<file path="config.mk">
export PLATFORM = sky130hd
export DESIGN_NAME = mem_arbiter
export DESIGN_NICKNAME = d
export VERILOG_FILES = /design/src/rtl/tartaruga_pkg.sv /design/src/rtl/mem_arbiter_rr.sv /design/src/rtl/mem_arbiter.sv
export SDC_FILE = /design/constraint.sdc
export NUM_CORES = 1
export LEC_CHECK = 0
export ABC_CLOCK_PERIOD_IN_PS = 5400
export CORE_AREA = 2 2 316 318
export DETAILED_ROUTE_END_ITERATION = 16
export DIE_AREA = 0 0 318 320
export GPL_TIMING_DRIVEN = 1
export PLACE_DENSITY = 0.46
export SYNTH_ARGS = -nofsm -noshare
export SYNTH_HDL_FRONTEND = slang
export SYNTH_SLANG_ARGS = --single-unit
</file>
<file path="constraint.sdc">
create_clock -name clk_i -period 5.4 [get_ports clk_i]
set_input_delay 1.08 -clock clk_i [delete_from_list [all_inputs] [get_ports clk_i]]
set_output_delay 1.08 -clock clk_i [all_outputs]
set_load 0.005 [all_outputs]
</file>
<file path="src/rtl/tartaruga_pkg.sv">
// Shared types and constants for the cache-to-memory line arbiter.
package tartaruga_pkg;

  localparam int unsigned DEF_ADDR_W = 32;
  localparam int unsigned DEF_LINE_W = 128;
  localparam int unsigned LINE_BYTES = DEF_LINE_W / 8;

  typedef enum logic [1:0] {
    ARB_IDLE     = 2'd0,
    ARB_REQ      = 2'd1,
    ARB_WAIT_RSP = 2'd2,
    ARB_RESP     = 2'd3
  } arb_state_t;

  typedef struct packed {
    logic [DEF_ADDR_W-1:0] addr;
    logic                  we;
    logic [DEF_LINE_W-1:0] data;
  } mem_line_req_t;

endpackage

</file>
<file path="src/rtl/mem_arbiter_rr.sv">
// Combinational two-way round-robin: on a tie the port not served last wins.
module rr_arbiter2 (
  input  logic [1:0] req_i,
  input  logic       last_i,
  output logic [1:0] gnt_o
);

  // One-hot grant selection
  always_comb begin
    gnt_o = 2'b00;
    case (req_i)
      2'b01:   gnt_o = 2'b01;
      2'b10:   gnt_o = 2'b10;
      2'b11:   gnt_o = last_i ? 2'b01 : 2'b10;
      default: gnt_o = 2'b00;
    endcase
  end

endmodule

</file>
<file path="src/rtl/mem_arbiter.sv">
// Shares one line-wide memory port between the I-cache (port 0) and D-cache
// (port 1); one outstanding transaction, round-robin between the ports.
module mem_arbiter
  import tartaruga_pkg::*;
#(
  parameter int ADDR_W = 32,
  parameter int LINE_W = 128
) (
  input  logic                        clk_i,
  input  logic                        rst_i,
  input  logic [1:0]                  c_req_valid_i,
  output logic [1:0]                  c_req_ready_o,
  input  logic [1:0][ADDR_W-1:0]      c_addr_i,
  input  logic [1:0]                  c_we_i,
  input  logic [1:0][LINE_W-1:0]      c_data_wr_i,
  output logic [1:0]                  c_rsp_valid_o,
  input  logic [1:0]                  c_rsp_ready_i,
  output logic [LINE_W-1:0]           c_rsp_data_o,
  output logic [ADDR_W-1:0]           c_rsp_addr_o,
  output logic                        mem_req_valid_o,
  input  logic                        mem_req_ready_i,
  output logic [ADDR_W-1:0]           mem_addr_o,
  output logic                        mem_we_o,
  output logic [LINE_W-1:0]           mem_data_wr_o,
  input  logic                        mem_rsp_valid_i,
  output logic                        mem_rsp_ready_o,
  input  logic [LINE_W-1:0]           mem_data_line_i,
  input  logic [ADDR_W-1:0]           mem_rsp_addr_i,
  output logic                        err_o
);

  localparam logic [ADDR_W-1:0] LINE_MASK = ~(ADDR_W'(LINE_W / 8 - 1));

  arb_state_t          state_q, state_d;
  logic                owner_q, owner_d;
  logic                last_q, last_d;
  logic                we_q, we_d;
  logic [ADDR_W-1:0]   addr_q, addr_d;
  logic [LINE_W-1:0]   wdata_q, wdata_d;
  logic [LINE_W-1:0]   rdata_q, rdata_d;
  logic [1:0]          arb_req_s;
  logic [1:0]          gnt_s;
  logic                gnt_idx_s;

  // Requests are only considered in IDLE and never while reset is asserted.
  assign arb_req_s = ((state_q == ARB_IDLE) && !rst_i) ? c_req_valid_i : 2'b00;

  rr_arbiter2 u_rr (
    .req_i  (arb_req_s),
    .last_i (last_q),
    .gnt_o  (gnt_s)
  );

  assign gnt_idx_s     = gnt_s[1];
  assign c_req_ready_o = gnt_s;
  assign mem_addr_o    = addr_q;
  assign mem_we_o      = we_q;
  assign mem_data_wr_o = wdata_q;

  // Next-state, latch updates and state-decoded handshake outputs
  always_comb begin
    state_d         = state_q;
    owner_d         = owner_q;
    last_d          = last_q;
    we_d            = we_q;
    addr_d          = addr_q;
    wdata_d         = wdata_q;
    rdata_d         = rdata_q;
    mem_req_valid_o = 1'b0;
    mem_rsp_ready_o = 1'b0;
    err_o           = 1'b0;
    c_rsp_valid_o   = 2'b00;
    c_rsp_data_o    = {LINE_W{1'b0}};
    c_rsp_addr_o    = {ADDR_W{1'b0}};
    case (state_q)
      ARB_IDLE: begin
        if (gnt_s != 2'b00) begin
          owner_d = gnt_idx_s;
          we_d    = c_we_i[gnt_idx_s];
          addr_d  = c_addr_i[gnt_idx_s] & LINE_MASK;
          wdata_d = c_data_wr_i[gnt_idx_s];
          state_d = ARB_REQ;
        end else begin
          state_d = ARB_IDLE;
        end
      end
      ARB_REQ: begin
        mem_req_valid_o = 1'b1;
        if (mem_req_ready_i) begin
          state_d = ARB_WAIT_RSP;
        end else begin
          state_d = ARB_REQ;
        end
      end
      ARB_WAIT_RSP: begin
        mem_rsp_ready_o = 1'b1;
        if (mem_rsp_valid_i && (mem_rsp_addr_i == addr_q)) begin
          rdata_d = mem_data_line_i;
          state_d = ARB_RESP;
        end else if (mem_rsp_valid_i) begin
          // Stale or foreign response: consumed and dropped
          err_o   = 1'b1;
          state_d = ARB_WAIT_RSP;
        end else begin
          state_d = ARB_WAIT_RSP;
        end
      end
      ARB_RESP: begin
        c_rsp_valid_o[owner_q] = 1'b1;
        c_rsp_data_o           = we_q ? wdata_q : rdata_q;
        c_rsp_addr_o           = addr_q;
        if (c_rsp_ready_i[owner_q]) begin
          last_d  = owner_q;
          state_d = ARB_IDLE;
        end else begin
          state_d = ARB_RESP;
        end
      end
      default: begin
        state_d = ARB_IDLE;
      end
    endcase
  end

  // State, pointer and transaction latches
  always_ff @(posedge clk_i) begin
    if (rst_i) begin
      state_q <= ARB_IDLE;
      owner_q <= 1'b0;
      last_q  <= 1'b0;
      we_q    <= 1'b0;
      addr_q  <= {ADDR_W{1'b0}};
      wdata_q <= {LINE_W{1'b0}};
      rdata_q <= {LINE_W{1'b0}};
    end else begin
      state_q <= state_d;
      owner_q <= owner_d;
      last_q  <= last_d;
      we_q    <= we_d;
      addr_q  <= addr_d;
      wdata_q <= wdata_d;
      rdata_q <= rdata_d;
    end
  end

endmodule

</file>
==> metrics.yaml <==
synth_xor_area_frac: 0.0162
drive_gt1_frac: 0.0393
io_pins: 818
synth_seq_cells: 289
rsz0062_at_grt: "no"
clock_path_buffers: 3
wl_um: 77000
highest_layer: "met5"
path_clk_slew_ns: 0.05
ant_nets: 0
nets: 3033
layout_setup_ws_ns: 0.899
worst_slew_pin_slew_ns: 0.938
rows: 115
crit_required_ns: 4.32
min_period_ns: 4.50
cts_tree: "yes"
antenna_found_initial: 9
endpoint_kind: "primary output"
layout_commonest_cell: "clkdlybuf4s50_1"
holdWs_ns: 0.471
drt-met1-wl_um: 33000
hold_violations: 0
hold_buffers: 0
overflow: 0
ir_drop_v: 0.000170
drtIter0Drc: 756
synthAdderAreaFrac: 0
final_util: 0.262
slew_headroom: 0.375
cts-root-buf: "clkbuf_16"
avgViaCountPerCell: 3.98
ys_types: 30
tns_ns: 0
yosysTopAreaCell: "dfxtp_1"
drc: 0
crit_arrival_ns: 3.42
core_area_um2: 98000
power_mw: 6.44
clock_skew_ns: 0.0215
synth_top_area_frac: 0.382
place.gp.congestion: 0.865
crit_chain: "clkdlybuf4s50_1, or4_1, nor4_1, nand3_1, nor3_1, nor2_1, clkdlybuf4s50_1"
drt-wirelength-per-cell_um: 19.9
r2r_slack_ns: 2.43
setup_viol: 0
drv_slew: 0
finalCritPeriodShare: 0.834
start_kind: "input pin"
grt_max_degree: 202
drv_cap: 0
slowest_stage: "or4_1"
ys_seq_area_frac: 0.382
synth_area_um2: 15100
synth_top_family_by_area: "simple AND/OR/NAND/NOR gates"
syn_to_final_growth_pct: 69.2
synth.area.mux_share: 0.170
worstPathMaxFanout: 2
die_x_um: 318
cts_setup_buffers: 0
start_util: 0.155
clock_sinks: 289
synth-compound-area-share: 0.0941
status: "complete, no violations"
synthSimpleGateAreaFrac: 0.278
netlist_instances: 1830
dieArea_um2: 102000
hold_class: "reg2reg"
pre_cts_ws_ns: 0.858
max_stage_delay_ns: 0.51
netlist_top_cells_area: "dfxtp_1, mux2i_1, nand2b_1"
vias: 15400
met2WireLength_um: 37700
layout_common_cells: "clkdlybuf4s50_1, nand2_1, nor2_1, dfxtp_1, nand2b_1"
powerDensity_nw_per_um2: 251
p_leak_nw: 8.69
postSynthAreaPerCell_um2: 8.28
htreeDepth: 2
grt_pass1_wl_um: 110000
clk_latency_ns: 0.58
grt_usage: 0.145
crit_buf_inv: 2
ys_warn_count: 0
critPathTopFamily: "simple AND/OR/NAND/NOR gates"
critical_path_class: "in2out"
crit_top_cell: "clkdlybuf4s50_1"
place_hpwl_um: 57500
met3_length_um: 4740
portBuffers: 801
ctsResizeCount: 0
cts_buffers: 41
max_clock_freq_mhz: 222
dr.pass1.iters: 5
die_h_um: 320
grt_pass1_vias: 15600
worst paths after layout:
check                                           endpoint  depth (start not counted)                startpoint
worst max-delay path                               err_o                          7         mem_rsp_addr_i[0]
worst max register to register   rdata_q[3]$_SDFFE_PP0P_                          6     state_q[1]$_SDFF_PP0_
worst min register to register  rdata_q[73]$_SDFFE_PP0P_                          2  rdata_q[73]$_SDFFE_PP0P_
worst min-delay path            rdata_q[73]$_SDFFE_PP0P_                          2  rdata_q[73]$_SDFFE_PP0P_
where the power goes:
part	internal (mW)	switching (mW)
clock	1.60	1.10
combinational	0.754	0.558
sequential	2.25	0.167
total	4.61	1.82
worst min-delay path, cell delays in order (launching register included):
cell	delay, ns
dfxtp_1	0.31
nand2b_1	0.06
mux2i_1	0.06
synth_stat cells (all sizes together):
cell	instances
nand2	319
dfxtp	289
nor2	288
nand2b	258
mux2i	257
a311oi	157
clkbuf	129
buf	45
and3	31
xor2	23
nor4	7
xnor2	5
nand3	4
nor3	3
o21ai	3
a21oi	2
nand4	2
nor2b	2
conb	1
inv	1
o21a	1
o21ba	1
o31ai	1
or4	1
flip-flops by register name (all words and copies together) (netlist names):
| signal | count |
|---|---|
| last_q | 1 |
| mem_addr_o | 28 |
| mem_data_wr_o | 128 |
| mem_we_o | 1 |
| owner_q | 1 |
| rdata_q | 128 |
| state_q | 2 |
logic make-up after synthesis:
kind of cell    count (synthesis)
simple gates                  915
flops                         289
mux                           257
buf+inv                       175
compound gates                165
xor+xnor                       28
other cells                     1
per-layer routing:
metal / vias to the layer above / track usage
li1: 7627 / -
met1: 7194 / 0.179
met2: 473 / 0.250
met3: 76 / 0.0350
met4: 6 / 0.0417
met5: - / 0
stage by stage:
stage / cells / cell area [um^2]
global route: 3863 / 25600
detailed placement: 3787 / 24300
floorplan: 1837 / 15200
global placement: 3787 / 24300
CTS: 3859 / 25600
finish: 3865 / 25600
final cells by class:
type | instances | area, um^2
Fill cell | 10700 | 72400
Multi-Input combinational cell | 1373 | 8510
Timing Repair Buffer | 837 | 8390
Sequential cell | 289 | 5790
Tap cell | 1287 | 1610
Clock buffer | 68 | 1280
Clock inverter | 4 | 23.8
Antenna cell | 6 | 15.0
Inverter | 1 | 8.76
Power figures use the tool's default switching activity.
==> RTL change 1 (config.mk and constraints unchanged) <==
Change the parameter `ADDR_W` from 32 to 24.
--- a/src/rtl/mem_arbiter.sv
+++ b/src/rtl/mem_arbiter.sv
@@ -5,3 +5,3 @@
 #(
-  parameter int ADDR_W = 32,
+  parameter int ADDR_W = 24,
   parameter int LINE_W = 128
Ports: changed (resized c_addr_i, c_rsp_addr_o, mem_addr_o and mem_rsp_addr_i); port bits go from 818 to 778. No check against the original RTL was run, so the function may have changed too.
==> RTL change 1 against the original RTL <==
Sequential cell count is 8 lower; total power decreased by 1.4%; cell area decreased by 6.4%; synthesized cell count fell by 3.6%; setup slack better by 0.33 ns; area after synthesis is 8.6% lower; critical path depth down 3; clock skew down 0.0067 ns; clock power decreased by 3%; routed wire length fell by 5.9%; critical endpoint is now c_req_ready_o[1].
==> RTL change 1: results (changes against the original RTL) <==
outcome complete, no violations; Worst-Margin Slew 0.919 ns (-0.0190 ns); Total GRT Usage 13.7% (-0.87 points); post-route cell area 24000 µm² (-6.4%); clock tree buffer depth 3 (unchanged); main flop type after synthesis dfxtp_1; top area cells in the synthesized netlist dfxtp_1 41%, mux2i_1 19%, nand2_1 15%, a311oi_1 9.4%, nor2_1 7.6%; crit-path max cell delay 0.59 ns (+0.08 ns); slowest stage cell, crit path clkdlybuf4s50_1; Final nets 2898 (-4.5%); largest net degree at the start of global routing 131 (-35%); Initial DRC Count 679 (-10%); WL final 72500 µm (-5.9%); Internal 4.52 mW (-2.0%); Hold WC Path Type register to register; Post-Place Cells 3678 (-2.9%); GPL Wtd Cong 0.808 (-6.6%); CTS Hold Bufs 0 (unchanged); # resized after CTS 0 (unchanged); share of cells above drive strength 1 3.70% (-0.23 points); WL/cell 19.3 µm (-2.9%); Setup Buffers After CTS 0 (unchanged); LEAKAGE 9.12 nW (+4.9%); skew final 0.0148 ns (-0.00670 ns); worst-skew pair later-pin latency 0.57 ns; Synth Warn # 0 (unchanged); Via density 3.97 (-0.12%); IO buf count 761 (-5.0%); clk root buf clkbuf_16; Clk pin slew, worst setup/hold paths 0.05 ns (about the same); TritonRoute pass-1 iters 5 (unchanged); Synth cell types 27 (-10%); global-route wire length before repair 103000 µm (-6.5%); EDFF count, synth 0 (unchanged); initial antenna violation count 4 (-5); critical path peak fanout 43 (+41); WHS Path Cells 2 (unchanged); CTS H-tree lvls 2 (unchanged); commonest cells in the netlist 560 x nand2_1, 281 x dfxtp_1, 279 x nor2_1; filler cell count 10769 (+0.73%); Async S/R FF share, synth 0% (unchanged); placed cell area 22700 µm² (-6.5%); Detailed Place HPWL 53400 µm (-7.3%); CTS buffer count 39 (-4.9%); Worst Path Arrival 3.09 ns (-0.33 ns); post-synthesis sequential area ratio 40.6% (+2.5 points); Worst VDD drop 194 µV (+14%); Post-Syn Area per Cell 7.85 µm² (-5.2%); vias in the first global route 14741 (-5.5%); worst-case reg-to-reg path depth 7 (+1)
[RTL change 1: critical path: cells and delay by family]
kind                   cells  cell delay [ns]
buffers and inverters      3             1.62
and+or+nand+nor            1             0.32
[RTL change 1: layer usage]
metal | up-vias | global-route usage, % | part of all wire [%]
met4 | 2 | 4.42 | 2.7
li1 | 7294 | - | -
met2 | 536 | 23.6 | 49
met3 | 83 | 4.29 | 7.6
met1 | 6977 | 16.0 | 41
met5 | - | 0 | 0.017
[RTL change 1: worst paths after layout]
kind                    startpoint          endpoint  slack (ns)
hold / removal        rdata_q[127]      rdata_q[127]        0.46
setup reg to reg        state_q[1]     mem_addr_o[7]        2.33
setup / recovery  c_req_valid_i[1]  c_req_ready_o[1]        1.23
hold reg to reg       rdata_q[127]      rdata_q[127]        0.46
[RTL change 1: metrics by stage]
| stage | power (mW) | setup slack (ns) |
|---|---|---|
| 2_1_floorplan | 2.90 | 2.35 |
| 5_1_grt | 6.67 | 1.11 |
| 6_report | 6.35 | 1.23 |
| 3_3_place_gp | 3.81 | 1.18 |
| 4_1_cts | 6.50 | 1.16 |
| 3_5_place_dp | 3.81 | 1.16 |
[RTL change 1: kinds of logic after synthesis]
logic type      after synthesis  synth area share [%]
mux                         257                  18.6
compound gates              158                  9.78
xor+xnor                     20                  1.27
simple gates                878                  24.5
flops                       281                  40.6
other cells                   1                0.0271
buf+inv                     169                  5.14
[RTL change 1: layout make-up]
class | instances | share of cell area, %
tap | 1287 | 6.71
inverter | 2 | 0.0834
clock buffer | 63 | 5.04
clock inverter | 5 | 0.219
multi-input combinational | 1321 | 31.5
sequential | 281 | 23.5
antenna | 2 | 0.0209
timing repair buffer | 787 | 33.0
[RTL change 1: power groups by stage]
stage	clock network [mW]	logic, mW	registers [mW]
final	2.61	1.36	2.37
after floorplan	0	0.554	2.35
after global placement	0	1.38	2.43
after detailed placement	0	1.39	2.43
after global routing	2.80	1.48	2.40
after CTS	2.73	1.39	2.38
==> RTL change 2 (same flow settings) <==
Made on the original files. Encoding of `arb_state_t`: now Gray code (2 bits for 4 states).
--- a/src/rtl/tartaruga_pkg.sv
+++ b/src/rtl/tartaruga_pkg.sv
@@ -8,6 +8,6 @@
   typedef enum logic [1:0] {
-    ARB_IDLE     = 2'd0,
-    ARB_REQ      = 2'd1,
-    ARB_WAIT_RSP = 2'd2,
-    ARB_RESP     = 2'd3
+    ARB_IDLE     = 2'b00,
+    ARB_REQ      = 2'b01,
+    ARB_WAIT_RSP = 2'b11,
+    ARB_RESP     = 2'b10
   } arb_state_t;
Check against the original RTL: same outputs for any inputs over 4 cycles, from zero or initial values and one cycle with rst_i high; so few cycles prove little.
==> RTL change 2 against the original RTL <==
Count of clock-buffer cells in the layout is 6 lower; clock power is 2% lower; clock skew is 0.0048 ns lower; setup slack worse by 0.16 ns; cell area is 0.19% lower; routed wire length is 4.3% lower; non-clock buffer count is 9 lower; area after synthesis is 0.24% lower; maximum frequency is 3.4% lower; total power is 2.1% lower; combinational power is 4% lower; sequential cell count stayed put.
==> RTL change 2: results (changes against the original RTL) <==
post-synthesis sequential area ratio 38.3% (+0.092 points); IO buf count 801 (unchanged); main flop type after synthesis dfxtp_1; critical path peak fanout 2 (unchanged); Clk pin slew, worst setup/hold paths 0.06 ns; TritonRoute pass-1 iters 5 (unchanged); filler cell count 10697 (+0.056%); Synth Warn # 0 (unchanged); Worst Hold Launch rdata_q[8]; relative slew slack 37.5% (about the same); CTS buffer count 40 (-2.4%); Initial DRC Count 718 (-5.0%); crit-path max cell delay 0.55 ns (+0.04 ns); placed cell area 24300 µm² (about the same); Synth cell types 30 (unchanged); Setup Buffers After CTS 0 (unchanged); Detailed Place HPWL 54500 µm (-5.4%); skew final 0.0166 ns (-0.00484 ns); Worst Setup SP mem_rsp_addr_i[0]; top area cells in the synthesized netlist dfxtp_1 38%, mux2i_1 17%, nand2b_1 11%, a311oi_1 9.2%, nand2_1 7.9%; delay-heaviest family, CP buffers and inverters; initial antenna violation count 9 (unchanged); commonest cells in the netlist 317 x nand2_1, 291 x nor2_1, 289 x dfxtp_1; WL/cell 19.1 µm (-4.0%); largest net degree at the start of global routing 179 (-11%); vias in the first global route 15571 (-0.13%); share of cells above drive strength 1 3.79% (-0.14 points); RR Startpoint mem_addr_o[29]; global-route wire length before repair 106000 µm (-3.8%); Async S/R FF share, synth 0% (unchanged); CTS Hold Bufs 0 (unchanged); clock tree buffer depth 3 (unchanged); Worst Path Arrival 3.58 ns (+0.16 ns); GPL Wtd Cong 0.822 (-5.0%); Hold WC Path Type register to register; # resized after CTS 0 (unchanged); worst-skew pair later-pin latency 0.58 ns (about the same); Final nets 3021 (-0.40%); total gr overflow 0 (unchanged); outcome complete, no violations; LEAKAGE 8.64 nW (-0.63%); Via density 3.97 (-0.29%); CTS H-tree lvls 2 (unchanged); Worst VDD drop 150 µV (-12%); slowest stage cell, crit path or4_1; clk root buf clkbuf_16; Total GRT Usage 13.9% (-0.66 points)
## RTL change 2: area by class of cell
cell class,instances,area (µm²),share of cell area [%]
inverter,1,8.76,0.0342
multi-input combinational,1371,8510,33.2
antenna,4,10.0,0.0391
clock buffer,62,1200,4.71
tap,1287,1610,6.29
sequential,289,5790,22.6
timing repair buffer,828,8390,32.8
clock inverter,11,67.6,0.264
## RTL change 2: routing by layer
layer | vias to the layer above | share of wire, % | GRT usage, %
met5 | - | 0.028 | 0
met4 | 4 | 2.8 | 4.77
met3 | 96 | 6.4 | 3.59
met2 | 515 | 48 | 23.7
met1 | 7113 | 43 | 16.8
li1 | 7556 | - | -
## RTL change 2: path summary, 6_finish.rpt
check	end	slack [ns]	cells past startpoint
worst max-delay path	err_o	0.74	9
worst min-delay path	rdata_q[8]	0.47	2
worst max register to register	rdata_q[54]	2.38	9
worst min register to register	rdata_q[8]	0.47	2
## RTL change 2: kinds of logic (layout without fill, tap and decap cells)
logic type                Yosys count  count (layout)  share of synthesized area [%]
AOI/OAI and AO/OA                 163             163                           9.37
xor gates and xnor gates           28              28                           1.62
buffers and inverters             171             902                           5.80
DFF                               289             289                           38.3
muxes                             257             257                           17.0
other                               1              12                         0.0248
and+or+nand+nor                   915             915                           27.9
## RTL change 2: per-stage QoR
step / util (%) / std cells / hold slack, ns / worst slack (ns)
3_5_place_dp: 24.8 / 3776 / 0.462 / 0.702
5_1_grt: 26.1 / 3852 / 0.488 / 0.545
3_3_place_gp: 24.8 / 3776 / 0.459 / 0.680
2_1_floorplan: - / 1831 / 0.448 / 1.94
6_report: 26.1 / 3853 / 0.469 / 0.742
4_1_cts: 26.1 / 3849 / 0.474 / 0.702
## RTL change 2: worst min-delay path, cell delays in order, from the launching register on
cell      delay [ns]
dfxtp_1         0.30
nand2b_1        0.06
mux2i_1         0.06
## RTL change 2: power breakdown
part / internal [mW] / switching [mW] / total (mW)
Sequential: 2.25 / 0.159 / 2.41
Combinational: 0.737 / 0.518 / 1.26
Clock: 1.54 / 1.10 / 2.64
Total: 4.52 / 1.78 / 6.30
